## src/rtl/ahb_apb_pkg.sv

```systemverilog
// Shared AHB/APB encodings, bridge state type and small mapping helpers
// used by the AHB-Lite to APB bridge and its address decoder.
package ahb_apb_pkg;

  localparam logic [1:0] HTRANS_IDLE   = 2'b00;
  localparam logic [1:0] HTRANS_BUSY   = 2'b01;
  localparam logic [1:0] HTRANS_NONSEQ = 2'b10;
  localparam logic [1:0] HTRANS_SEQ    = 2'b11;

  localparam logic [1:0] HRESP_OKAY  = 2'b00;
  localparam logic [1:0] HRESP_ERROR = 2'b01;

  localparam logic [2:0] HSIZE_BYTE = 3'd0;
  localparam logic [2:0] HSIZE_HALF = 3'd1;
  localparam logic [2:0] HSIZE_WORD = 3'd2;

  typedef enum logic [2:0] {
    ST_IDLE,
    ST_LATCH,
    ST_SETUP,
    ST_ACCESS,
    ST_ERR1,
    ST_ERR2
  } state_e;

  // APB PPROT = {instruction/data, secure (always 0), privileged}
  function automatic logic [2:0] pprot_map(input logic [1:0] hprot_lo);
    return {~hprot_lo[0], 1'b0, hprot_lo[1]};
  endfunction

  function automatic logic [3:0] strb_map(input logic [1:0] hsize, input logic [1:0] addr_lo);
    case (hsize)
      HSIZE_BYTE[1:0]: return 4'b0001 << addr_lo;
      HSIZE_HALF[1:0]: return 4'b0011 << {addr_lo[1], 1'b0};
      default:         return 4'hF;
    endcase
  endfunction

endpackage

```

## src/rtl/apb_addr_decoder.sv

```systemverilog
// Combinational region decoder: maps HADDR[31:16] onto a one-hot slave
// select, lowest index winning when regions overlap.
module apb_addr_decoder #(
  parameter int                  P_NUM        = 4,
  parameter logic [16*P_NUM-1:0] P_ADDR_START = {16'h3000, 16'h2000, 16'h1000, 16'h0000},
  parameter logic [16*P_NUM-1:0] P_ADDR_SIZE  = {4{16'h0010}}
) (
  input  logic [15:0]      addr_hi,
  output logic [P_NUM-1:0] sel,
  output logic             miss
);

  logic [P_NUM-1:0] hit;

  for (genvar gi = 0; gi < P_NUM; gi++) begin : g_hit
    logic [16:0] region_end;
    // 17-bit end so a region touching 16'hFFFF does not wrap to zero
    assign region_end = {1'b0, P_ADDR_START[16*gi +: 16]} + {1'b0, P_ADDR_SIZE[16*gi +: 16]};
    assign hit[gi]    = (addr_hi >= P_ADDR_START[16*gi +: 16]) && ({1'b0, addr_hi} < region_end);
  end

  // isolate the lowest set bit of hit
  assign sel  = hit & (~hit + P_NUM'(1));
  assign miss = ~|hit;

endmodule

```

## src/rtl/ahb_to_apb_sn.sv

```systemverilog
// AHB-Lite slave to APB3/APB4 bridge for P_NUM APB slaves on one clock,
// with decode/size errors, PSLVERR propagation and an optional ACCESS watchdog.
module ahb_to_apb_sn
  import ahb_apb_pkg::*;
#(
  parameter int                  P_NUM        = 4,
  parameter logic [16*P_NUM-1:0] P_ADDR_START = {16'h3000, 16'h2000, 16'h1000, 16'h0000},
  parameter logic [16*P_NUM-1:0] P_ADDR_SIZE  = {4{16'h0010}},
  parameter int                  P_TIMEOUT    = 0
) (
  input  logic                 HCLK,
  input  logic                 HRESET,
  input  logic                 HSEL,
  input  logic [31:0]          HADDR,
  input  logic [1:0]           HTRANS,
  input  logic                 HWRITE,
  input  logic [2:0]           HSIZE,
  input  logic [3:0]           HPROT,
  input  logic [31:0]          HWDATA,
  input  logic                 HREADYin,
  output logic                 HREADYout,
  output logic [1:0]           HRESP,
  output logic [31:0]          HRDATA,
  output logic [P_NUM-1:0]     PSEL,
  output logic [31:0]          PADDR,
  output logic                 PENABLE,
  output logic                 PWRITE,
  output logic [31:0]          PWDATA,
  output logic [3:0]           PSTRB,
  output logic [2:0]           PPROT,
  input  logic [32*P_NUM-1:0]  PRDATA,
  input  logic [P_NUM-1:0]     PREADY,
  input  logic [P_NUM-1:0]     PSLVERR
);

  localparam int            CW     = (P_TIMEOUT > 0) ? $clog2(P_TIMEOUT + 1) : 1;
  localparam logic [CW-1:0] TO_VAL = CW'(P_TIMEOUT);

  state_e            state_q, state_d;
  logic              hreadyout_q, hreadyout_d;
  logic [1:0]        hresp_q, hresp_d;
  logic [31:0]       hrdata_q, hrdata_d;
  logic [P_NUM-1:0]  psel_q, psel_d;
  logic [31:0]       paddr_q, paddr_d;
  logic              penable_q, penable_d;
  logic              pwrite_q, pwrite_d;
  logic [31:0]       pwdata_q, pwdata_d;
  logic [3:0]        pstrb_q, pstrb_d;
  logic [2:0]        pprot_q, pprot_d;
  logic [31:0]       haddr_q, haddr_d;
  logic              hwrite_q, hwrite_d;
  logic [1:0]        hsize_q, hsize_d;
  logic [2:0]        lat_pprot_q, lat_pprot_d;
  logic [P_NUM-1:0]  sel_q, sel_d;
  logic              miss_q, miss_d;
  logic [CW-1:0]     cnt_q, cnt_d;

  logic [P_NUM-1:0]  dec_sel;
  logic              dec_miss;
  logic              accept;
  logic              pready_sel, pslverr_sel;
  logic [31:0]       prdata_sel;
  logic [CW-1:0]     cnt_inc;
  logic              unused_hprot;

  apb_addr_decoder #(
    .P_NUM        (P_NUM),
    .P_ADDR_START (P_ADDR_START),
    .P_ADDR_SIZE  (P_ADDR_SIZE)
  ) u_decoder (
    .addr_hi (HADDR[31:16]),
    .sel     (dec_sel),
    .miss    (dec_miss)
  );

  assign accept       = HSEL && HREADYin && (HTRANS == HTRANS_NONSEQ || HTRANS == HTRANS_SEQ);
  assign pready_sel   = |(PREADY & sel_q);
  assign pslverr_sel  = |(PSLVERR & sel_q);
  assign cnt_inc      = cnt_q + CW'(1);
  assign unused_hprot = ^HPROT[3:2];

  always_comb begin
    prdata_sel = '0;
    for (int i = 0; i < P_NUM; i++) begin
      if (sel_q[i]) prdata_sel = PRDATA[32*i +: 32];
    end
  end

  always_comb begin
    state_d     = state_q;
    hrdata_d    = hrdata_q;
    psel_d      = psel_q;
    paddr_d     = paddr_q;
    penable_d   = penable_q;
    pwrite_d    = pwrite_q;
    pwdata_d    = pwdata_q;
    pstrb_d     = pstrb_q;
    pprot_d     = pprot_q;
    haddr_d     = haddr_q;
    hwrite_d    = hwrite_q;
    hsize_d     = hsize_q;
    lat_pprot_d = lat_pprot_q;
    sel_d       = sel_q;
    miss_d      = miss_q;
    cnt_d       = cnt_q;

    case (state_q)
      ST_IDLE, ST_ERR2: begin
        if (accept) begin
          haddr_d     = HADDR;
          hwrite_d    = HWRITE;
          hsize_d     = HSIZE[1:0];
          lat_pprot_d = pprot_map(HPROT[1:0]);
          sel_d       = dec_sel;
          miss_d      = dec_miss || (HSIZE > HSIZE_WORD);
          state_d     = ST_LATCH;
        end else begin
          state_d = ST_IDLE;
        end
      end
      ST_LATCH: begin
        if (miss_q) begin
          state_d = ST_ERR1;
        end else begin
          psel_d   = sel_q;
          paddr_d  = haddr_q;
          pwrite_d = hwrite_q;
          pprot_d  = lat_pprot_q;
          pstrb_d  = hwrite_q ? strb_map(hsize_q, haddr_q[1:0]) : 4'h0;
          if (hwrite_q) pwdata_d = HWDATA;
          state_d  = ST_SETUP;
        end
      end
      ST_SETUP: begin
        penable_d = 1'b1;
        cnt_d     = '0;
        state_d   = ST_ACCESS;
      end
      ST_ACCESS: begin
        if (pready_sel) begin
          psel_d    = '0;
          penable_d = 1'b0;
          if (pslverr_sel) begin
            state_d = ST_ERR1;
          end else begin
            if (!hwrite_q) hrdata_d = prdata_sel;
            state_d = ST_IDLE;
          end
        end else if (P_TIMEOUT > 0 && cnt_inc == TO_VAL) begin
          psel_d    = '0;
          penable_d = 1'b0;
          state_d   = ST_ERR1;
        end else begin
          cnt_d = cnt_inc;
        end
      end
      ST_ERR1: state_d = ST_ERR2;
      default: state_d = ST_IDLE;
    endcase

    // AHB response flops track the state being entered
    hreadyout_d = (state_d == ST_IDLE) || (state_d == ST_ERR2);
    hresp_d     = (state_d == ST_ERR1 || state_d == ST_ERR2) ? HRESP_ERROR : HRESP_OKAY;
  end

  always_ff @(posedge HCLK) begin
    if (HRESET) begin
      state_q     <= ST_IDLE;
      hreadyout_q <= 1'b1;
      hresp_q     <= HRESP_OKAY;
      hrdata_q    <= '0;
      psel_q      <= '0;
      paddr_q     <= '0;
      penable_q   <= 1'b0;
      pwrite_q    <= 1'b0;
      pwdata_q    <= '0;
      pstrb_q     <= '0;
      pprot_q     <= '0;
      haddr_q     <= '0;
      hwrite_q    <= 1'b0;
      hsize_q     <= '0;
      lat_pprot_q <= '0;
      sel_q       <= '0;
      miss_q      <= 1'b0;
      cnt_q       <= '0;
    end else begin
      state_q     <= state_d;
      hreadyout_q <= hreadyout_d;
      hresp_q     <= hresp_d;
      hrdata_q    <= hrdata_d;
      psel_q      <= psel_d;
      paddr_q     <= paddr_d;
      penable_q   <= penable_d;
      pwrite_q    <= pwrite_d;
      pwdata_q    <= pwdata_d;
      pstrb_q     <= pstrb_d;
      pprot_q     <= pprot_d;
      haddr_q     <= haddr_d;
      hwrite_q    <= hwrite_d;
      hsize_q     <= hsize_d;
      lat_pprot_q <= lat_pprot_d;
      sel_q       <= sel_d;
      miss_q      <= miss_d;
      cnt_q       <= cnt_d;
    end
  end

  assign HREADYout = hreadyout_q;
  assign HRESP     = hresp_q;
  assign HRDATA    = hrdata_q;
  assign PSEL      = psel_q;
  assign PADDR     = paddr_q;
  assign PENABLE   = penable_q;
  assign PWRITE    = pwrite_q;
  assign PWDATA    = pwdata_q;
  assign PSTRB     = pstrb_q;
  assign PPROT     = pprot_q;

endmodule
```

## config.mk

```make
export PLATFORM = sky130hd
export DESIGN_NAME = ahb_to_apb_sn
export DESIGN_NICKNAME = d
export VERILOG_FILES = /design/src/rtl/ahb_apb_pkg.sv /design/src/rtl/apb_addr_decoder.sv /design/src/rtl/ahb_to_apb_sn.sv
export SDC_FILE = /design/constraint.sdc
export NUM_CORES = 1
export LEC_CHECK = 0
export ABC_AREA = 0
export BUFFER_PORTS_ARGS = -buffer_cell sky130_fd_sc_hd__buf_2
export CORE_MARGIN = 10
export CORE_UTILIZATION = 41
export CTS_CLUSTER_SIZE = 24
export DETAILED_ROUTE_END_ITERATION = 10
export PLACE_DENSITY = 0.88
export SETUP_SLACK_MARGIN = 0.2
export SLEW_MARGIN = 20
export SYNTH_ARGS = -nofsm -noshare
export SYNTH_HDL_FRONTEND = slang
export SYNTH_SLANG_ARGS = --single-unit
```

## constraint.sdc

```tcl
create_clock -name HCLK -period 1.8 [get_ports HCLK]
set_input_delay 0.45 -clock HCLK [delete_from_list [all_inputs] [get_ports HCLK]]
set_output_delay 0.45 -clock HCLK [all_outputs]
set_load 0.05 [all_outputs]
```

[Yosys cells after proc, flatten, opt, wreduce, memory -nomap -nowiden]
Index checks and enable logic that the tools add are counted.
Storage, ports and cells
  ROM bits: 0
  register bits after elaboration: 156
  bits in writable memories: 0
  bits in latches: 0
  output and inout bits: 112
  memories: 0
  input bits: 214
Cells by class
  $mul: 0
  magnitude comparators: 9
  $add $sub $neg: 1
  reduce and logical (&&, ||, !) cells: 26
  muxes and demuxes: 17
  equal/unequal tests: 12
  divide/modulo/power cells: 0
  bitwise logic cells: 8
  shifts and indexed selects: 2
Operators with widths (count)
  two-way mux 32 bit: 4
  >= comparator 16 x 14 -> 1 bit (second input constant): 2
  less-than comparator 16 x 14 -> 1 bit (second input constant): 2
  >= comparator 16 x 1 -> 1 bit (second input constant): 1
  >= comparator 16 x 13 -> 1 bit (second input constant): 1
  less-than comparator 16 x 13 -> 1 bit (second input constant): 1
  less-than comparator 16 x 5 -> 1 bit (second input constant): 1
  case mux 4 bit (2 select lines): 2
  case mux 3 bit (5 select lines): 1
  AND 4 bit: 3
  equality test 3 bit (second input constant): 4
  two-way mux 4 bit: 3
  OR reduction 4 bit: 3
  two-way mux 3 bit: 3
  equality test 3 x 2 -> 1 bit (second input constant): 2
  logical AND 1 bit: 6
  zero test 3 bit: 2
  AND reduction 2 bit: 3
  AND reduction 3 bit: 2
  adder 4 x 1 -> 4 bit (second input constant): 1
  equality test 2 bit (second input constant): 2
  logical OR 1 bit: 4
  != test 2 bit (second input constant): 2
  NOT 1 bit: 4
  13 further kinds: 16

[Longest topological paths before layout]
Gate-level depths: netlist (run 1).
  depth after elaboration: 8
  mapped depth: 7
  mapped depth without buffers: 4

[Modules after synthesis]
Synthesis (run 1) repeated with hierarchy kept, for this count alone.
Unflattened totals
  cells, all modules: 861
  area, all modules: 6651.4 µm²
By module, submodules not included
  ahb_to_apb_sn: area an instance 6562.5 µm², cells each 850, sequential area each 3103.0 µm², instances 1
  apb_addr_decoder: area an instance 88.8 µm², cells each 11, sequential area each 0.0 µm², instances 1

[Worst setup path before layout (run 1)]
Ideal clock, no wire load.
  path kind: input-to-reg
  start: in PREADY[2]
  end: reg hrdata_q[0], in the netlist HRDATA[0]
  setup slack: 0.109 ns
  stages on the path: 5
  required time: 1.677 ns
  buffers on the path: 1
  arrival time: 1.568 ns
  cell sequence: a22oi_1 > a211oi_4 > nand3b_4 > buf_6 > mux2_1
Between the ends
  longest elaborated chain between the ends: 3
RTL lines
  from (decl): line ahb_to_apb_sn.sv:32  | input logic [P_NUM-1:0] PREADY,
  AND 4 bit: line ahb_to_apb_sn.sv:77  | assign pready_sel = |(PREADY & sel_q);
  OR reduction 4 bit: line ahb_to_apb_sn.sv:77
  AND reduction 4 bit (no source line)
  to (signal assigned): line ahb_to_apb_sn.sv:190  | hrdata_q <= hrdata_d;
  to (decl): line ahb_to_apb_sn.sv:42  | logic [31:0] hrdata_q, hrdata_d;
Every way passes these cells.
A chain may end at the register's enable or synchronous reset.

[Final worst setup path (run 1)]
  start: reg sel_q[2]
  end: reg hrdata_q[22], in the netlist HRDATA[22]
Between the ends
  longest elaborated chain between the ends: 4
RTL lines
  from (decl): line ahb_to_apb_sn.sv:54  | logic [P_NUM-1:0] sel_q, sel_d;
  from (signal assigned): line ahb_to_apb_sn.sv:202  | sel_q <= sel_d;
  AND 4 bit: line ahb_to_apb_sn.sv:78  | assign pslverr_sel = |(PSLVERR & sel_q);
  OR reduction 4 bit: line ahb_to_apb_sn.sv:78
  NOT 1 bit (no source line)
  AND reduction 4 bit (no source line)
Parallel ways exist; a longest one is shown, timed or not.

==> results of run 1 <==
## state kept, by name, indices dropped and copies added, names as in the netlist, 2 cells and up
| signal | flops |
|---|---|
| PPROT | 2 |
| PADDR | 32 |
| lat_pprot_q | 2 |
| sel_q | 4 |
| PSTRB | 4 |
| PWDATA | 32 |
| PSEL | 4 |
| state_q | 3 |
| HRDATA | 32 |
| haddr_q | 32 |
| hsize_q | 2 |
## routing by layer
metal	vias to the layer above	global-route usage [%]	part of all wire, %
li1	3365	-	-
met1	3372	23.1	37
met2	334	36.8	53
met3	44	5.84	7.7
met4	0	7.06	2.4
met5	-	0	0
## final timing paths
kind                  from  depth (start not counted)              to
hold reg to reg   PADDR[6]                          2        PADDR[6]
hold / removal    HPROT[0]                          2  lat_pprot_q[2]
setup reg to reg  sel_q[2]                          6      HRDATA[22]
setup / recovery  sel_q[2]                          6      HRDATA[22]
## cells by family after synthesis
family                 after synthesis
AND/OR/NAND/NOR                    321
AO/OA/AOI/OAI                      203
flip-flops                         155
buffers and inverters               72
multiplexers                        32
other                                1
## power breakdown
| group | internal (mW) | switching [mW] | total [mW] |
|---|---|---|---|
| clock network | 2.11 | 1.48 | 3.59 |
| registers | 3.47 | 0.0392 | 3.51 |
| logic | 0.331 | 0.413 | 0.744 |
| total | 5.91 | 1.93 | 7.84 |
## area by class of cell
class                   count  area, um^2  area share (%)
multi-input cells         558        3770            37.4
well taps                 211         264            2.62
clock inverters            14         159            1.58
repair buffers            374        2320            23.0
clock buffers              18         439            4.36
inverters                   2        7.51          0.0745
diodes                      1        2.50          0.0248
flip-flops and latches    155        3120            31.0
## through the flow
stage | hold WS (ps) | setup TNS [ps] | setup slack [ps] | instance area (um^2) | total power, mW
final | 210 | 0 | 125 | 10100 | 7.84
after floorplan | 432 | 0 | 111 | 6550 | 3.84
after detailed placement | 443 | -2580 | -100 | 8450 | 4.17
after CTS | 194 | 0 | 136 | 9270 | 7.76
after global placement | 436 | -503 | -25.0 | 8450 | 4.16
after global routing | 206 | 0 | 69.2 | 10100 | 8.10
## cell usage after synthesis, types with 4 or more instances
| library cell | n | area [um^2] |
|---|---|---|
| nor2b_1 | 38 | 238 |
| mux2_1 | 30 | 338 |
| o22ai_1 | 32 | 200 |
| nor3_1 | 33 | 165 |
| nand2_1 | 216 | 811 |
| nand2b_1 | 4 | 25.0 |
| a21oi_1 | 112 | 561 |
| a22o_1 | 5 | 43.8 |
| a221oi_1 | 32 | 280 |
| dfxtp_1 | 155 | 3100 |
| clkbuf_1 | 49 | 184 |
| buf_4 | 6 | 45.0 |
| buf_6 | 4 | 45.0 |
| buf_2 | 8 | 40.0 |
| nor2_1 | 13 | 48.8 |
| a2bb2oi_1 | 5 | 43.8 |
## what timing repair did
item                       CTS  global route
gates cloned                 1            11
pin swaps                    3            60
setup buffers                0             6
resized for setup           37           140
setup endpoints to repair  110           102
==> metrics.md, run 1 <==
| Metric | Value |
|---|---|
| Largest family of logic cells by synthesized area | simple AND/OR/NAND/NOR gates |
| Starting Density | 42.3% |
| FF+latch count, synth | 155 |
| Initial antenna violation count | 1 |
| DR WL/cell | 19.5 um |
| Vias in the first global route | around 6.7k |
| Unrepaired setup endpoints after global routing | yes |
| Final HPWL DP | 17400 um |
| WP data required | 2090 ps |
| Tot GR Track Use | approximately a fifth |
| I/O Pins | 326 |
| Worst-path fanout max | 32 |
| Placed Instances | 1282 |
| Power density over the cells | 778 mW/mm^2 |
| WP buf/inv | 2 |
| Most common library cell in the layout ignoring fill and taps | buf_2 |
| CTS HTree Levels | 4 |
| Synth Area in XOR/XNOR | 0% |
| Core Util, Final | about 66% |
| Via density | 5.34 |
| Data arrival time of the worst path | 1970 ps |
| Layout cells sized above 1 | 49.0% |
| Die height | about 150 um |
| Slew Limit Fails | 0 |
| Post-Synth Simple-Gate Area | 22.1% |
| GP Congestion | 0.893 |
| Final net count | 1322 |
| Post-synth ARST share | 0% |
| Rel. slew slack | 55.5% |
| Count of different cell masters after synthesis | 45 |
| Remaining Overflow, GRT | 0 |
| Mapped Avg Cell Area | 8.30 um^2 |
| Startpoint types | flip-flop |
| Hold Crit Class | in2reg |
| Area Overhead vs Synth | 54.9% |
| Commonest cells after routing, fill and taps aside | buf_2 (319), nand2_1 (173), dfxtp_1 (149) |
| Final min period | 1680 ps |
| Iter 0 DRT Violations | 468 |
| Synth Area in Compound Gates | 19.5% |
| Max Cap Viol | 0 |
| Period utilization | just over 90% |
| Peak VDD IR | 0.000590 V |
| Critical path type | reg2reg |
| YS warnings | 0 |
| Final setup viols | 0 |
| Routed Antenna Nets | 0 |
| Synth Flop Type | dfxtp_1 |
| IO Port Bufs | 320 |
| First-pass DRT Iterations | 5 |
| Worst path max stage delay | 370 ps |
| Post-synthesis sequential area ratio | 47.7% |
| Crit-path cells | a22o_1, a221oi_2, buf_4, nand3b_4, buf_12, mux2_1 |
| Mux cell area share after synthesis | 5.54% |
| Pleak | 4.38 nW |
| Die Width | 146 um |
| Post-route DRC | 0 |
| Skew final | 12.4 ps |
| Inserted Clock Buffers | 17 |
| Via count | 7115 |
| First-pass GRT wire length | approximately 36000 um |
| Clock Sinks | ~160 |
| Worst Max-Slew Pin Slew | 668 ps |
| Synth Area in Adders | 0% |
| Total wire length | 26000 um |
| Cells after synthesis | 784 |
| Final non-filler cell total | 1333 |
| CTS Root Cell | clkbuf_16 |
| Hold_buf cts | 0 |
| Status | complete, no violations |
| TritonCTS clock tree | built |
| Syn Std Cell Area | 0.00651 mm^2 |
| CP max-delay cell | dfxtp_2 |
| Worst skew pair latency | ~410 ps |
| Core Region | 0.0154 mm^2 |
| Reg2Reg Setup Slack | 120 ps |
| Number of synthesized flops with an enable pin | 0 |
| Fillcell total | between 1k and 1.5k |
| Clock slew at reported path FFs | 60 ps |
| Endpoints failing hold | 0 |
| F_max | a little under 600 MHz |
| Maximum root-to-sink buffer count | 2 |
| Crit-path leading delay family | compound AO/OA/AOI/OAI gates |
| FP Rows | 45 |
| Crit path capture type | flip-flop |
| DIE AREA | 0.0213 mm^2 |
| Largest net degree at the start of global routing | 55 |
(Power assumes the default switching activity.)
==> inputs of run 2 (changes only) <==
--- a/config.mk
+++ b/config.mk
@@ -7,11 +7,13 @@
 export LEC_CHECK = 0
 export ABC_AREA = 0
 export BUFFER_PORTS_ARGS = -buffer_cell sky130_fd_sc_hd__buf_2
+export CELL_PAD_IN_SITES_DETAIL_PLACEMENT = 0
+export CELL_PAD_IN_SITES_GLOBAL_PLACEMENT = 2
 export CORE_MARGIN = 10
-export CORE_UTILIZATION = 41
+export CORE_UTILIZATION = 22
 export CTS_CLUSTER_SIZE = 24
 export DETAILED_ROUTE_END_ITERATION = 10
-export PLACE_DENSITY = 0.88
+export PLACE_DENSITY = 0.87
 export SETUP_SLACK_MARGIN = 0.2
 export SLEW_MARGIN = 20
 export SYNTH_ARGS = -nofsm -noshare
==> constraint.sdc (replaced) <==
create_clock -name HCLK -period 1.8 [get_ports HCLK]
set_input_delay 0.36 -clock HCLK [delete_from_list [all_inputs] [get_ports HCLK]]
set_output_delay 0.36 -clock HCLK [all_outputs]
set_load 0.05 [all_outputs]
==> run 2 against run 1 <==
Cell count increased by 14%. Via count is 3.9% lower. First-iteration DRC count shrank 32%. Non-clock buffer count up 11.
==> metrics.md, run 2 (same netlist as run 1, synthesis figures left out) <==
| Metric | Value |
|---|---|
| Tot GR Track Use | 13.3% (-7.4 points) |
| Most common library cell in the layout ignoring fill and taps | buf_2 |
| CTS HTree Levels | 4 (unchanged) |
| Clock power frac | 44.1% (-1.6 points) |
| Post-route DRC | 0 (unchanged) |
| Largest net degree at the start of global routing | 45 (-18%) |
| Total wire length | 27500 um (+5.9%) |
| Fin Setup TNS | 0 ps (unchanged) |
| Final HPWL DP | 19200 um (+9.9%) |
| GP Congestion | 0.854 (-4.3%) |
| Logic gate share of total power | 10.5% (+1.0 points) |
| Most frequent CP cell | buf_6 |
| Peak VDD IR | 0.000425 V (-28%) |
| Cell-internal power | 5.77 mW (-2.4%) |
| Max Cap Viol | 0 (unchanged) |
| Endpoints failing hold | 0 (unchanged) |
| Worst skew pair latency | 420 ps (about the same) |
| TritonCTS clock tree | built |
| Slew Limit Fails | 0 (unchanged) |
| Worst path max stage delay | 530 ps (+160 ps) |
| Sequential share of power | 45.4% (+0.6 points) |
| Maximum root-to-sink buffer count | 2 (unchanged) |
| Starting Density | 22.5% (-20 points) |
| Worst-path fanout max | 5 (-84%) |
| Via count | 6840 (-3.9%) |
| Commonest cells after routing, fill and taps aside | buf_2 (319), nand2_1 (169), dfxtp_1 (148) |
| I/O Pins | 326 (unchanged) |
| Power density over the cells | 738 mW/mm^2 (-5.1%) |
| Vias in the first global route | 6612 (-1.9%) |
| Crit-path leading delay family | simple AND/OR/NAND/NOR gates |
| Area Overhead vs Synth | 60.6% |
| CTS Root Cell | clkbuf_16 |
| DIE AREA | 0.0369 mm^2 (+73%) |
| F_max | 594 MHz (-0.56%) |
| Switch Pwr | 1.94 mW (+0.49%) |
| Routed Antenna Nets | 0 (unchanged) |
| Hold Crit Class | in2reg |
| Hold Slack | 118 ps (-92.1 ps) |
| CP max-delay cell | or4_4 |
| Final min period | 1680 ps (+9.42 ps) |
| WP data required | 2080 ps (about the same) |
| Skew final | 17.7 ps (+5.24 ps) |
| Period utilization | 93.6% (+0.52 points) |
| Clock Sinks | 155 (unchanged) |
| First-pass GRT wire length | 38600 um (+7.2%) |
| Initial antenna violation count | 4 (+3) |
| Die height | 192 um (+32%) |
| Via density | 4.51 (-16%) |
| Clock slew at reported path FFs | 70 ps (about the same) |
| Status | complete, no violations |
| Layout cells sized above 1 | 48.1% (-0.92 points) |
| WP buf/inv | 3 (+1) |
| Crit path capture type | flip-flop |
| Die Width | 192 um (+32%) |
| Final net count | 1333 (+0.83%) |
| Crit-path cells | buf_6, nor2b_4, or4_4, buf_6, clkbuf_16, nand2_1, a21oi_1 |
| FP Rows | 62 (+38%) |
| First-pass DRT Iterations | 5 (unchanged) |
| DR WL/cell | 18.1 um (-7.0%) |
| Core Util, Final | 36.1% (-29 points) |
| Critical path type | reg2reg |
| Iter 0 DRT Violations | 316 (-32%) |
| Net Sw Frac | 25.1% (+0.54 points) |
| Data arrival time of the worst path | 1970 ps (about the same) |
| Remaining Overflow, GRT | 0 (unchanged) |
| Pleak | 4.51 nW (+3.0%) |
| Core Region | 0.0289 mm^2 (+88%) |
| Final setup viols | 0 (unchanged) |
| Startpoint types | flip-flop |
| IO Port Bufs | 320 (unchanged) |
| Hold_buf cts | 0 (unchanged) |
| Unrepaired setup endpoints after global routing | yes |
| Inserted Clock Buffers | 17 (unchanged) |
[run 2: cell types whose count changed in the layout (fill, tap and decap cells not counted), sizes merged]
cell	delta
buf	+10
diode	+3
inv	-3
clkbuf	+2
clkinv	-2
clkinvlp	+2
bufbuf	+1
bufinv	-1
[run 2: routing by layer]
metal / GRT usage [%] / routed length [um] / up-vias
met5: 0 / 0 / -
li1: - / - / 3398
met2: 22.6 / 13500 / 243
met4: 4.50 / 388 / 0
met3: 4.37 / 2260 / 22
met1: 15.4 / 11400 / 3177
[run 2: what timing repair did]
item,CTS,global route
resized for setup,25,154
pin swaps,1,63
endpoints found under the setup margin,145,126
gates cloned,4,10
setup buffers,5,9
[run 2: layout make-up]
class	count	area, um^2
fill	2987	18500
multi-input combinational	558	3680
sequential	155	3120
timing repair buffer	385	2610
tap	384	480
clock buffer	20	447
clock inverter	10	93.8
antenna	4	10.0
inverter	2	7.51
[run 2: power groups by stage]
stage               logic, mW  clock network [mW]  registers [mW]
CTS                     0.669                3.53            3.50
finish                  0.806                3.40            3.50
global placement        0.623                   0            3.58
global route            0.870                3.68            3.51
detailed placement      0.623                   0            3.58
floorplan               0.224                   0            3.61
[run 2: path summary, 6_finish.rpt]
kind	startpoint	to	slack (ps)	cells past startpoint
setup / recovery	state_q[0]	haddr_q[26]	120	7
hold / removal	HPROT[0]	lat_pprot_q[2]	120	2
setup reg to reg	state_q[0]	haddr_q[26]	120	7
hold reg to reg	haddr_q[31]	PADDR[31]	440	2
[run 2: metrics by stage]
stage          setup slack, ps  area [um^2]  total power [mW]  instances
2_1_floorplan              179         6560              3.84        785
3_3_place_gp              26.2         8800              4.20       1456
3_5_place_dp             -8.11         8800              4.20       1456
4_1_cts                    105         9570              7.69       1495
5_1_grt                   56.9        10400              8.05       1517
6_report                   115        10500              7.71       1518
==> inputs of run 3 (changes only) <==
--- a/config.mk
+++ b/config.mk
@@ -10,10 +10,10 @@
 export CELL_PAD_IN_SITES_DETAIL_PLACEMENT = 0
 export CELL_PAD_IN_SITES_GLOBAL_PLACEMENT = 2
 export CORE_MARGIN = 10
-export CORE_UTILIZATION = 22
+export CORE_UTILIZATION = 25
 export CTS_CLUSTER_SIZE = 24
 export DETAILED_ROUTE_END_ITERATION = 10
-export PLACE_DENSITY = 0.87
+export PLACE_DENSITY = 0.82
 export SETUP_SLACK_MARGIN = 0.2
 export SLEW_MARGIN = 20
 export SYNTH_ARGS = -nofsm -noshare
==> constraint.sdc (replaced) <==
create_clock -name HCLK -period 1.69 [get_ports HCLK]
set_input_delay 0.338 -clock HCLK [delete_from_list [all_inputs] [get_ports HCLK]]
set_output_delay 0.338 -clock HCLK [all_outputs]
set_load 0.05 [all_outputs]
==> run 3 against run 2 <==
Non-clock buffer count grew 27. Worst hold slack lost 34 ps. Clock power grew 15%. Combinational power grew 8.1%. Count of clock-buffer cells in the layout shrank 3. Design area grew 6.2%. Critical endpoint is now PWDATA[0]. Critical path type unchanged. Power grew 10%.
==> metrics.md, run 3 (same netlist as run 1, synthesis figures left out) <==
| Metric | Value |
|---|---|
| F_max | 602 MHz (+1.5%) |
| Worst path max stage delay | 340 ps (-190 ps) |
| CP max-delay cell | nor4b_4 |
| Endpoints failing hold | 0 (unchanged) |
| Crit path capture type | flip-flop |
| First-pass DRT Iterations | 5 (unchanged) |
| Routed Antenna Nets | 0 (unchanged) |
| Slew Limit Fails | 0 (unchanged) |
| Clock Sinks | 155 (unchanged) |
| Remaining Overflow, GRT | 0 (unchanged) |
| Vias in the first global route | 6877 (+4.0%) |
| Sequential share of power | 43.8% (-1.6 points) |
| Via density | 4.65 (+3.3%) |
| Worst skew pair latency | 430 ps (about the same) |
| Data arrival time of the worst path | 1980 ps (about the same) |
| Clock power frac | 45.9% (+1.8 points) |
| Initial antenna violation count | 7 (+3) |
| Crit-path leading delay family | buffers and inverters |
| Logic gate share of total power | 10.2% (-0.3 points) |
| Worst-path fanout max | 5 (unchanged) |
| Core Region | 0.0254 mm^2 (-12%) |
| Unrepaired setup endpoints after global routing | yes |
| Iter 0 DRT Violations | 250 (-21%) |
| Switch Pwr | 2.36 mW (+22%) |
| CTS Root Cell | clkbuf_16 |
| Largest net degree at the start of global routing | 48 (+6.7%) |
| Layout cells sized above 1 | 53.9% (+5.9 points) |
| DIE AREA | 0.0329 mm^2 (-11%) |
| Max Cap Viol | 0 (unchanged) |
| Startpoint types | flip-flop |
| WP buf/inv | 4 (+1) |
| Hold Crit Class | in2reg |
| Skew final | 12.4 ps (-5.22 ps) |
| TritonCTS clock tree | built |
| Status | complete, no violations |
| Cell-internal power | 6.14 mW (+6.4%) |
| Via count | 6939 (+1.4%) |
| Starting Density | 25.6% (+3.1 points) |
| Final non-filler cell total | 1491 (-1.8%) |
| GP Congestion | 0.769 (-10%) |
| DR WL/cell | 18.5 um (+2.1%) |
| Final net count | 1360 (+2.0%) |
| Most frequent CP cell | buf_4 |
| Maximum root-to-sink buffer count | 2 (unchanged) |
| Placed Instances | 1419 (-2.5%) |
| Peak VDD IR | 0.000535 V (+26%) |
| Power density over the cells | 767 mW/mm^2 (+3.9%) |
| Total wire length | 27600 um (+0.24%) |
| WP data required | 2010 ps (-70 ps) |
| IO Port Bufs | 320 (unchanged) |
| Critical path type | reg2reg |
| I/O Pins | 326 (unchanged) |
| Period utilization | 98.3% (+4.7 points) |
| Clock slew at reported path FFs | 80 ps (about the same) |
| Final min period | 1660 ps (-24.3 ps) |
| Hold_buf cts | 0 (unchanged) |
| First-pass GRT wire length | 40300 um (+4.5%) |
| Final HPWL DP | 19100 um (-0.13%) |
| Crit-path cells | buf_4, nor4b_4, buf_4, nand2_8, buf_12, clkbuf_16, nand2_2, a21oi_2 |
| Final setup viols | 0 (unchanged) |
| Area Overhead vs Synth | 70.5% |
| Die height | 181 um (-5.5%) |
| CTS HTree Levels | 4 (unchanged) |
| Tot GR Track Use | 15.4% (+2.1 points) |
| Commonest cells after routing, fill and taps aside | buf_2 (316), nand2_1 (157), dfxtp_1 (148) |
| Inserted Clock Buffers | 17 (unchanged) |
| Net Sw Frac | 27.8% (+2.6 points) |
| Pleak | 4.77 nW (+5.9%) |
| Die Width | 181 um (-5.5%) |
| Fin Setup TNS | 0 ps (unchanged) |
| FP Rows | 58 (-6.5%) |
| Post-route DRC | 0 (unchanged) |
| Most common library cell in the layout ignoring fill and taps | buf_2 |
| Core Util, Final | 43.7% (+7.6 points) |
## run 3: repair_timing
item / in CTS / in global routing
endpoints found under the setup margin: 151 / 155
gates resized for setup: 76 / 177
cloned: 11 / 9
buffers inserted: 14 / 4
pin swaps: 39 / 67
## run 3: final timing paths
| check | startpoint | endpoint | slack, ps | cells past startpoint |
|---|---|---|---|---|
| hold / removal | HPROT[0] | lat_pprot_q[2] | 80 | 2 |
| setup reg to reg | miss_q | PWDATA[0] | 30 | 8 |
| setup / recovery | miss_q | PWDATA[0] | 30 | 8 |
| hold reg to reg | PWDATA[6] | PWDATA[6] | 450 | 2 |
## run 3: cell type report
class / instances / area, um^2
Tap cell: 330 / 413
Timing Repair Buffer: 412 / 2990
Clock buffer: 17 / 425
Multi-Input combinational cell: 558 / 3940
Inverter: 2 / 7.51
Clock inverter: 15 / 194
Antenna cell: 2 / 5.00
Sequential cell: 155 / 3120
Fill cell: 2557 / 14300
## run 3: layer usage
metal | track usage, % | vias to the layer above | part of all wire (%)
li1 | - | 3464 | -
met3 | 5.33 | 26 | 6.6
met5 | 0 | - | 0.14
met2 | 26.2 | 181 | 51
met4 | 4.20 | 8 | 1.1
met1 | 17.9 | 3260 | 41
## run 3: power by group through the flow
stage	combinational (mW)	clock (mW)	sequential, mW
finish	0.871	3.91	3.73
global route	0.944	4.22	3.73
CTS	0.773	4.04	3.73
detailed placement	0.680	0	3.81
global placement	0.679	0	3.81
floorplan	0.262	0	3.85
## run 3: stage by stage
stage	power (mW)	instance area, um^2	hold WS [ps]	setup WS (ps)
global route	8.89	11100	65.2	-23.5
CTS	8.54	10200	60.7	26.7
floorplan	4.11	6650	434	68.9
global placement	4.49	8820	436	-165
detailed placement	4.49	8820	441	-257
finish	8.50	11100	84.3	29.5
## run 3: worst register-to-register path, delay by kind of cell, from the launching register on
kind            cells  cell delay (ps)
compound gates      1               40
buf+inv             4              690
flops               1              320
simple gates        3              510
